`config.mk`:
```
export PLATFORM = sky130hd
export DESIGN_NAME = merge_pkt_framer_flat
export DESIGN_NICKNAME = d
export VERILOG_FILES = /design/src/rtl/merge_pkt_pkg.sv /design/src/rtl/merge_pkt_framer_if.sv /design/src/rtl/merge_pkt_framer.sv /design/src/flat_wrapper.sv
export SDC_FILE = /design/constraint.sdc
export NUM_CORES = 1
export LEC_CHECK = 0
export ABC_CLOCK_PERIOD_IN_PS = 4000
export BUFFER_PORTS_ARGS = -buffer_cell sky130_fd_sc_hd__clkbuf_2
export CAP_MARGIN = 20
export CORE_AREA = 2 2 231 233
export CTS_CLUSTER_SIZE = 10
export DETAILED_ROUTE_END_ITERATION = 16
export DIE_AREA = 0 0 233 235
export GPL_TIMING_DRIVEN = 0
export PLACE_DENSITY = 0.52
export SYNTH_ARGS = -nofsm -noshare
export SYNTH_HDL_FRONTEND = slang
export SYNTH_SLANG_ARGS = --single-unit
export TNS_END_PERCENT = 50
```
`constraint.sdc`:
```
create_clock -name axis_aclk -period 4 [get_ports axis_aclk]
set_input_delay 0.2 -clock axis_aclk [delete_from_list [all_inputs] [get_ports axis_aclk]]
set_output_delay 0.2 -clock axis_aclk [all_outputs]
set_load 0.03 [all_outputs]
```
`src/rtl/merge_pkt_pkg.sv`:
```
// Shared types, header field offsets and default header constants for the
// merge-stage packet framer.
package merge_pkt_pkg;

    typedef enum logic [1:0] {
        IDLE    = 2'd0,
        PAYLOAD = 2'd1,
        DROP    = 2'd2
    } state_t;

    localparam int HDR_W           = 256;
    localparam int HDR_MAGIC_LSB   = 240;
    localparam int HDR_VERSION_LSB = 232;
    localparam int HDR_BEATS_LSB   = 224;
    localparam int HDR_SEQ_LSB     = 192;
    localparam int HDR_TS_LSB      = 128;
    localparam int HDR_ESHORT_LSB  = 112;
    localparam int HDR_ELONG_LSB   = 96;

    localparam logic [15:0] DEF_HDR_MAGIC   = 16'hA55A;
    localparam logic [7:0]  DEF_HDR_VERSION = 8'h01;

    function automatic logic [HDR_W-1:0] build_header(
        input logic [15:0] magic,
        input logic [7:0]  version,
        input logic [7:0]  beats,
        input logic [31:0] seq,
        input logic [63:0] ts,
        input logic [15:0] err_short,
        input logic [15:0] err_long
    );
        logic [HDR_W-1:0] hdr;
        hdr = '0;
        hdr[HDR_MAGIC_LSB   +: 16] = magic;
        hdr[HDR_VERSION_LSB +: 8]  = version;
        hdr[HDR_BEATS_LSB   +: 8]  = beats;
        hdr[HDR_SEQ_LSB     +: 32] = seq;
        hdr[HDR_TS_LSB      +: 64] = ts;
        hdr[HDR_ESHORT_LSB  +: 16] = err_short;
        hdr[HDR_ELONG_LSB   +: 16] = err_long;
        return hdr;
    endfunction

endpackage

```
`src/rtl/merge_pkt_framer_if.sv`:
```
// AXI-Stream bundle used for both the merged input and the framed output.
interface merge_pkt_framer_if #(
    parameter int DATA_W = 256
);
    logic              tvalid;
    logic              tready;
    logic              tlast;
    logic [DATA_W-1:0] tdata;

    modport master (output tvalid, output tlast, output tdata, input tready);
    modport slave  (input tvalid, input tlast, input tdata, output tready);
endinterface

```
`src/rtl/merge_pkt_framer.sv`:
```
// Prepends a header beat to each merged packet and enforces a fixed payload
// length, trimming overruns and flagging short packets.
module merge_pkt_framer
    import merge_pkt_pkg::*;
#(
    parameter int          PKT_BEATS   = 16,
    parameter logic [15:0] HDR_MAGIC   = DEF_HDR_MAGIC,
    parameter logic [7:0]  HDR_VERSION = DEF_HDR_VERSION
) (
    input  logic               axis_aclk,
    input  logic               axis_rst,
    input  logic               enable,
    merge_pkt_framer_if.slave  s_axis,
    merge_pkt_framer_if.master m_axis,
    output logic [31:0]        seq_num,
    output logic [15:0]        err_short_cnt,
    output logic [15:0]        err_long_cnt,
    output logic               busy
);

    localparam logic [7:0] LAST_BEAT   = 8'(PKT_BEATS - 1);
    localparam logic [7:0] BEATS_FIELD = 8'(PKT_BEATS);

    state_t           state_q;
    state_t           state_d;
    logic [7:0]       beat_cnt_q;
    logic [63:0]      ts_q;
    logic [31:0]      seq_q;
    logic [15:0]      err_short_q;
    logic [15:0]      err_long_q;
    logic             m_valid_q;
    logic             m_last_q;
    logic [HDR_W-1:0] m_data_q;

    logic out_free;
    logic at_last;
    logic hdr_load;
    logic pay_accept;
    logic short_end;
    logic long_end;
    logic pkt_end;
    logic s_ready;

    assign out_free = !m_valid_q || m_axis.tready;
    assign at_last  = (beat_cnt_q == LAST_BEAT);
    assign pkt_end  = pay_accept && (s_axis.tlast || at_last);

    always_ff @(posedge axis_aclk) begin
        if (axis_rst) state_q <= IDLE;
        else          state_q <= state_d;
    end

    // NOTE: every signal written here gets a default first; a path that skips an assignment would infer a latch.
    always_comb begin
        state_d    = state_q;
        hdr_load   = 1'b0;
        pay_accept = 1'b0;
        short_end  = 1'b0;
        long_end   = 1'b0;
        case (state_q)
            IDLE: begin
                if (enable && s_axis.tvalid && out_free) begin
                    hdr_load = 1'b1;
                    state_d  = PAYLOAD;
                end
            end
            PAYLOAD: begin
                if (s_axis.tvalid && out_free) begin
                    pay_accept = 1'b1;
                    if (s_axis.tlast) begin
                        short_end = !at_last;
                        state_d   = IDLE;
                    end else if (at_last) begin
                        long_end = 1'b1;
                        state_d  = DROP;
                    end
                end
            end
            DROP: begin
                if (s_axis.tvalid && s_axis.tlast) state_d = IDLE;
            end
            default: state_d = IDLE;
        endcase
    end

    // Readiness passes straight through from the output side while framing.
    always_comb begin
        s_ready = 1'b0;
        busy    = (state_q != IDLE);
        case (state_q)
            PAYLOAD: s_ready = out_free;
            DROP:    s_ready = 1'b1;
            default: s_ready = 1'b0;
        endcase
    end

    // NOTE: registers use non-blocking assignments so each one samples the pre-edge values of the others.
    always_ff @(posedge axis_aclk) begin
        if (axis_rst) begin
            ts_q        <= '0;
            beat_cnt_q  <= '0;
            seq_q       <= '0;
            err_short_q <= '0;
            err_long_q  <= '0;
            m_valid_q   <= 1'b0;
            m_last_q    <= 1'b0;
            m_data_q    <= '0;
        end else begin
            ts_q <= ts_q + 64'd1;

            if (out_free) begin
                if (hdr_load) begin
                    m_valid_q <= 1'b1;
                    m_last_q  <= 1'b0;
                    m_data_q  <= build_header(HDR_MAGIC, HDR_VERSION, BEATS_FIELD, seq_q,
                                              ts_q, err_short_q, err_long_q);
                end else if (pay_accept) begin
                    m_valid_q <= 1'b1;
                    m_last_q  <= s_axis.tlast || at_last;
                    m_data_q  <= s_axis.tdata;
                end else begin
                    m_valid_q <= 1'b0;
                end
            end

            if (hdr_load)        beat_cnt_q <= '0;
            else if (pay_accept) beat_cnt_q <= beat_cnt_q + 8'd1;

            if (pkt_end) seq_q <= seq_q + 32'd1;

            // Error counters stick at all-ones rather than wrapping.
            if (short_end && (err_short_q != 16'hFFFF)) err_short_q <= err_short_q + 16'd1;
            if (long_end && (err_long_q != 16'hFFFF))   err_long_q  <= err_long_q + 16'd1;
        end
    end

    assign s_axis.tready = s_ready;
    assign m_axis.tvalid = m_valid_q;
    assign m_axis.tlast  = m_last_q;
    assign m_axis.tdata  = m_data_q;
    assign seq_num       = seq_q;
    assign err_short_cnt = err_short_q;
    assign err_long_cnt  = err_long_q;

endmodule

```
`src/flat_wrapper.sv`:
```
// flat-port wrapper written by rule: the top's interface ports become plain ports
module merge_pkt_framer_flat import merge_pkt_pkg::*;
#(
    parameter int          PKT_BEATS   = 16,
    parameter logic [15:0] HDR_MAGIC   = DEF_HDR_MAGIC,
    parameter logic [7:0]  HDR_VERSION = DEF_HDR_VERSION
)
  (axis_aclk, axis_rst, enable, seq_num, err_short_cnt, err_long_cnt, busy, s_axis_tvalid, s_axis_tlast, s_axis_tdata, s_axis_tready, m_axis_tvalid, m_axis_tlast, m_axis_tdata, m_axis_tready);
  merge_pkt_framer_if s_axis_i ();
  merge_pkt_framer_if m_axis_i ();
  input  logic axis_aclk;
  input  logic axis_rst;
  input  logic enable;
  output logic [31:0] seq_num;
  output logic [15:0] err_short_cnt;
  output logic [15:0] err_long_cnt;
  output logic busy;
  input wire logic [$bits(s_axis_i.tvalid)-1:0] s_axis_tvalid;
  input wire logic [$bits(s_axis_i.tlast)-1:0] s_axis_tlast;
  input wire logic [$bits(s_axis_i.tdata)-1:0] s_axis_tdata;
  output wire logic [$bits(s_axis_i.tready)-1:0] s_axis_tready;
  output wire logic [$bits(m_axis_i.tvalid)-1:0] m_axis_tvalid;
  output wire logic [$bits(m_axis_i.tlast)-1:0] m_axis_tlast;
  output wire logic [$bits(m_axis_i.tdata)-1:0] m_axis_tdata;
  input wire logic [$bits(m_axis_i.tready)-1:0] m_axis_tready;
  assign s_axis_i.tvalid = s_axis_tvalid;
  assign s_axis_i.tlast = s_axis_tlast;
  assign s_axis_i.tdata = s_axis_tdata;
  assign s_axis_tready = s_axis_i.tready;
  assign m_axis_tvalid = m_axis_i.tvalid;
  assign m_axis_tlast = m_axis_i.tlast;
  assign m_axis_tdata = m_axis_i.tdata;
  assign m_axis_i.tready = m_axis_tready;
  merge_pkt_framer #(.PKT_BEATS(PKT_BEATS), .HDR_MAGIC(HDR_MAGIC), .HDR_VERSION(HDR_VERSION)) u_core (.axis_aclk(axis_aclk), .axis_rst(axis_rst), .enable(enable), .s_axis(s_axis_i), .m_axis(m_axis_i), .seq_num(seq_num), .err_short_cnt(err_short_cnt), .err_long_cnt(err_long_cnt), .busy(busy));
endmodule
```
# Word level (Yosys, flattened, before mapping)
# Index checks and enable logic that the tools add are counted.
[totals]
elab_cells = 64
input_bits = 262
register_bits = 396
[classes]
n_addsub = 5
n_reduce_logical = 17
eq_ne = 9
mux = 24
[ops]
columns = ["op", "count"]
rows = [
  ["2-to-1 mux 256 bit", 2],
  ["adder 64 x 1 -> 64 bit (second input constant)", 1],
  ["adder 16 x 1 -> 16 bit (second input constant)", 2],
  ["adder 32 x 1 -> 32 bit (second input constant)", 1],
  ["!= test 16 bit (second input constant)", 2],
  ["2-to-1 mux 1 bit", 15],
  ["2-to-1 mux 2 bit", 5],
  ["adder 8 x 1 -> 8 bit (second input constant)", 1],
  ["equality test 8 x 4 -> 1 bit (second input constant)", 1],
  ["logical AND 1 bit", 7],
  ["!= test 2 x 1 -> 1 bit (second input constant)", 3],
  ["case mux 2 bit (3 select lines)", 1],
  ["AND reduction 4 bit", 1],
  ["nonzero test 2 bit", 2],
  ["!= test 3 x 2 -> 1 bit (second input constant)", 1],
  ["equality test 2 x 1 -> 1 bit (second input constant)", 1],
  ["equality test 2 bit (second input constant)", 1],
  ["zero test 1 bit", 2],
  ["zero test 2 bit", 1],
  ["logical OR 1 bit", 2],
  ["case mux 1 bit (2 select lines)", 1],
  ["AND reduction 2 bit", 1],
  ["OR reduction 2 bit", 1],
]

# Logic depth before layout (Yosys ltp)
[logic_depth]
depth_word = 7
depth_mapped = 8
depth_no_buf = 7

# Worst setup path before layout
# Ideal clock, no wire load.
[synth_timing]
path_type = "register to register"
startpoint = "register u_core.seq_q[9], in the netlist u_core.seq_num[9]"
endpoint = "register u_core.seq_q[31], in the netlist u_core.seq_num[31]"
setup_ns = 0.121
period_less_slack_ns = 2.342
setup_slack_ns = 1.658
t_required_ns = 3.879
t_arrival_ns = 2.222
path_stages_with_launch = 7
path_cell_list = "dfxtp_1 nand4_1 nor4_1 nand4_1 clkbuf_1 nor4_1 mux2_2"
[synth_between]
elab_chain_len = 1
[synth_lines]
columns = ["element", "line", "rtl"]
rows = [
  ["from (decl)", "merge_pkt_framer.sv:28", "logic [31:0] seq_q;"],
  ["from (signal assigned)", "merge_pkt_framer.sv:129", "if (pkt_end) seq_q <= seq_q + 32'd1;"],
  ["adder 32 x 1 -> 32 bit", "merge_pkt_framer.sv:129", ""],
]
# Every way passes these cells.
# A chain may end at the register's enable or synchronous reset.

# Worst setup path after layout
[layout_timing]
startpoint = "register u_core.m_valid_q, in the netlist u_core.m_axis.tvalid"
endpoint = "register u_core.m_data_q[126], in the netlist u_core.m_axis.tdata[126]"
[layout_between]
elab_chain_len = 7
elab_cells_between_ends = 11
classes_between = "5 x mux; 6 x reduce/logical"
[layout_lines]
columns = ["element", "line", "rtl"]
rows = [
  ["from (decl)", "merge_pkt_framer.sv:31", "logic m_valid_q;"],
  ["from (signal assigned)", "merge_pkt_framer.sv:105", "m_valid_q <= 1'b0;"],
  ["from (signal assigned)", "merge_pkt_framer.sv:113", "m_valid_q <= 1'b1;"],
  ["from (signal assigned)", "merge_pkt_framer.sv:118", "m_valid_q <= 1'b1;"],
  ["zero test 1 bit *", "merge_pkt_framer.sv:44", "assign out_free = !m_valid_q || m_axis.tready;"],
  ["logical OR 1 bit *", "merge_pkt_framer.sv:44", ""],
  ["logical AND 1 bit (on tied branches)", "merge_pkt_framer.sv:68, merge_pkt_framer.sv:62", ""],
  ["2-to-1 mux 1 bit (on tied branches)", "merge_pkt_framer.sv:68, merge_pkt_framer.sv:62", ""],
  ["2-to-1 mux 1 bit", "merge_pkt_framer.sv:60", "case (state_q)"],
  ["nonzero test 2 bit (no source line)", "-", ""],
  ["AND reduction 2 bit (no source line)", "-", ""],
  ["to (signal assigned)", "merge_pkt_framer.sv:115", "m_data_q <= build_header(HDR_MAGIC, HDR_VERSION, BEATS_FIELD, seq_q,"],
  ["to (signal assigned)", "merge_pkt_framer.sv:120", "m_data_q <= s_axis.tdata;"],
  ["to (decl)", "merge_pkt_framer.sv:33", "logic [HDR_W-1:0] m_data_q;"],
]
# Every way passes the cells marked *; elsewhere a longest branch is shown, timed or not.

==> results_dict.tcl <==
set metrics [dict create \
    outcome "finished, final reports clean" \
    synth_xor_area_share_pct 2.62 \
    yosysWarnings 0 \
    synthArstFlopShare_pct 0 \
    setup_slack_ns 0.595 \
    syn_area_per_cell_um2 7.95 \
    synth-adder-area-share_pct 0.610 \
    grt_max_degree 13 \
    yosysUniqueCellTypes 51 \
    drive_gt1_share_pct 22.1 \
    fin_tns_setup_ns 0 \
    cts_tree "yes" \
    setup_violations 0 \
    p_clk_share_pct 32.4 \
    synthMuxAreaShare_pct 0.320 \
    grt_pass1_vias 18800 \
    rsz0062_at_grt "no" \
    syn-cell-area_um2 16400 \
    cp-startpoint "u_core.m_axis.tvalid" \
    area_delta_synth_final_pct 47.3 \
    numCtsBuffers 48 \
    postRouteAntennaNets 0 \
    skew_ns 0.0218 \
    synthCells 2063 \
    max_freq_ghz 0.294 \
    antenna_found_initial 12 \
    cts_resized 0 \
    reg2reg_depth 9 \
    power.total_mw 12.3 \
    initial_core_util_pct 31.4 \
    critPathCaptureType "register" \
    seq_area_frac_synth_pct 48.3 \
    timing_worst_setup_path_type "reg2reg" \
    hold_viol_final 0 \
    wl_per_cell_um 19.7 \
    numPortBuffers 584 \
    powerDensity_nw_per_um2 507 \
    cts_root_buffer "clkbuf_16" \
    synth_simple_gate_area_share_pct 26.8 \
    comb_power_share_pct 29.4 \
    p_switching_mw 4.54 \
    vias 18600 \
    synth_compound_area_share_pct 17.2 \
    cts_max_path_buffers 3 \
    dp_hpwl_um 54100 \
    synth_nets 2333 \
    row_count 84 \
    pre_cts_ws_ns 0.523 \
    required_ns 4.47 \
    core_area_um2 52200 \
    htreeDepth 2 \
    synth_ff_type "dfxtp_1" \
    grt_pass1_wl_um 109000 \
    critPathArrivalTime_ns 3.87 \
    internal_power_mw 7.72 \
    drt-total-wl_um 72600 \
    detail_route.first_pass.iterations 5 \
    gp_congestion 0.936 \
    drc 0 \
    drt_iter0_markers 1066 \
    fillerInstances 5168 \
    grt.overflow.total 0 \
    reg2reg_setup_slack_ns 0.59 \
    clkLatencyLatePin_ns 0.59 \
    endpoint "u_core.m_axis.tdata[126]" \
    cap_violations 0 \
    p_sw_share_pct 37.0 \
    synth-edff-count 0 \
    final.min_clock_period_ns 3.41 \
    io_pins 586 \
    critPathLaunchType "register" \
    p_seq_share_pct 38.1 \
    crit_fanout 10 \
    cts.clk_slew.worst_paths_ns 0.06 \
    synth_top_family_by_area "simple AND/OR/NAND/NOR gates" \
    slew_violations 0 \
    clock_sinks 396 \
    synth_seq_cells 396 \
    fin_crit_sh_pct 85.1 \
    relSlewSlack_pct 31.4 \
    die_area_um2 54800 \
    die_h_um 235 \
    hold_class "in2reg" \
    chipWidth_um 233 \
    worst_slew_pin_slew_ns 1.03 \
    num-nets-final 3224 \
    max-vdd-ir-drop_mv 0.374 \
    whs_ns 0.104 \
    track_usage_pct 25.6 \
    vias_per_cell 5.06 \
    crit-reg2reg-launch "u_core.m_axis.tvalid" \
    p_leak_nw 9.68 \
    regToRegEndpoint "u_core.m_axis.tdata[126]" \
]
## worst min path at each step
stage / from / end / slack (ns) / cells past startpoint
CTS: enable / u_core.state_q[1] / 0.07 / 5
detailed placement: s_axis_tdata[252] / u_core.m_axis.tdata[252] / 0.43 / 3
global route: enable / u_core.state_q[1] / 0.13 / 5
finish: enable / u_core.state_q[1] / 0.10 / 5
floorplan: s_axis_tdata[0] / u_core.m_axis.tdata[0] / 0.34 / 2
global placement: s_axis_tdata[1] / u_core.m_axis.tdata[1] / 0.42 / 3
## layer usage
layer  GRT usage [%]  vias up  part of all wire, %
met3            5.73      153                  6.5
met5               0        -                0.015
met1            28.8     8780                   39
met2            45.1      654                   49
met4            12.5        2                  4.8
li1                -     9013                    -
## area by class of cell
cell class | instances | area, um^2 | share of cell area (%)
Timing Repair Buffer | 841 | 5500 | 22.8
Antenna cell | 12 | 30.0 | 0.124
Sequential cell | 396 | 7930 | 32.8
Clock buffer | 66 | 1320 | 5.47
Buffer | 152 | 576 | 2.38
Inverter | 26 | 97.6 | 0.404
Tap cell | 688 | 861 | 3.56
Multi-Input combinational cell | 1489 | 7800 | 32.3
Clock inverter | 6 | 40.0 | 0.166
## timing repair
action	CTS	global route
setup buffers	0	0
hold buffers	256	0
hold endpoints to repair	256	0
## synthesized netlist by cell type (28+ instances only)
cell,count,area (um^2)
o21ai_0,38,190
nand4_1,39,244
nor2_1,193,724
dfxtp_1,396,7930
a21oi_1,199,996
o31ai_1,34,255
or3_1,39,244
clkbuf_1,135,507
nand2_1,562,2110
or4_1,35,263
nand3_1,48,240
a311oi_1,128,1120
xor2_1,28,245
## sequential cells by signal (all words and copies together) (netlist names)
| name | cells |
|---|---|
| u_core.state_q | 2 |
| u_core.err_long_cnt | 16 |
| u_core.beat_cnt_q | 8 |
| u_core.m_axis.tlast | 1 |
| u_core.ts_q | 64 |
| u_core.err_short_cnt | 16 |
| u_core.m_axis.tvalid | 1 |
| u_core.seq_num | 32 |
| u_core.m_axis.tdata | 256 |
## metrics by stage
step	utilization [%]	instance area (um^2)	cells
finish	46.2	24100	3676
global route	46.2	24100	3675
CTS	46.2	24100	3664
detailed placement	38.7	20200	3336
global placement	38.6	20200	3335
floorplan	-	16400	2063
## worst max-delay path: stages (launching register included)
cell	delay (ns)
dfxtp_1	0.32
nand2b_1	0.06
buf_1	0.38
and3_1	0.40
clkbuf_1	0.54
clkbuf_1	0.55
buf_8	0.23
clkbuf_1	0.39
nand2_1	0.12
a311oi_1	0.29
## power by group through the flow
stage	Clock (mW)	Sequential [mW]	Combinational [mW]
after floorplan	0	5.54	1.29
after global placement	0	4.73	3.38
after detailed placement	0	4.74	3.40
after CTS	4.06	4.67	3.62
after global routing	4.20	4.71	3.90
final	3.98	4.67	3.61
## cell usage in the layout, fill, tap and decap left out, drive strengths merged, types with 20 or more instances in the layout
cell type      n
clkbuf       785
nand2        562
dfxtp        396
dlygate4sd3  256
a21oi        199
nor2         193
a311oi       128
nand3         50
or3           41
o21ai         40
nand4         39
or4           36
o31ai         34
xor2          28
inv           28
xnor2         21
and3          20
## logic make-up (layout without fill, tap and decap cells)
| logic type | Yosys count | in the layout |
|---|---|---|
| AND/OR/NAND/NOR | 994 | 994 |
| buffers and inverters | 178 | 1091 |
| multiplexers | 5 | 5 |
| flip-flops | 396 | 396 |
| XOR/XNOR | 49 | 49 |
| other | 0 | 12 |
| AO/OA/AOI/OAI | 433 | 433 |
| adder cells (fa/ha/maj) | 8 | 8 |
No activity file was read; power rests on OpenSTA's default activity.
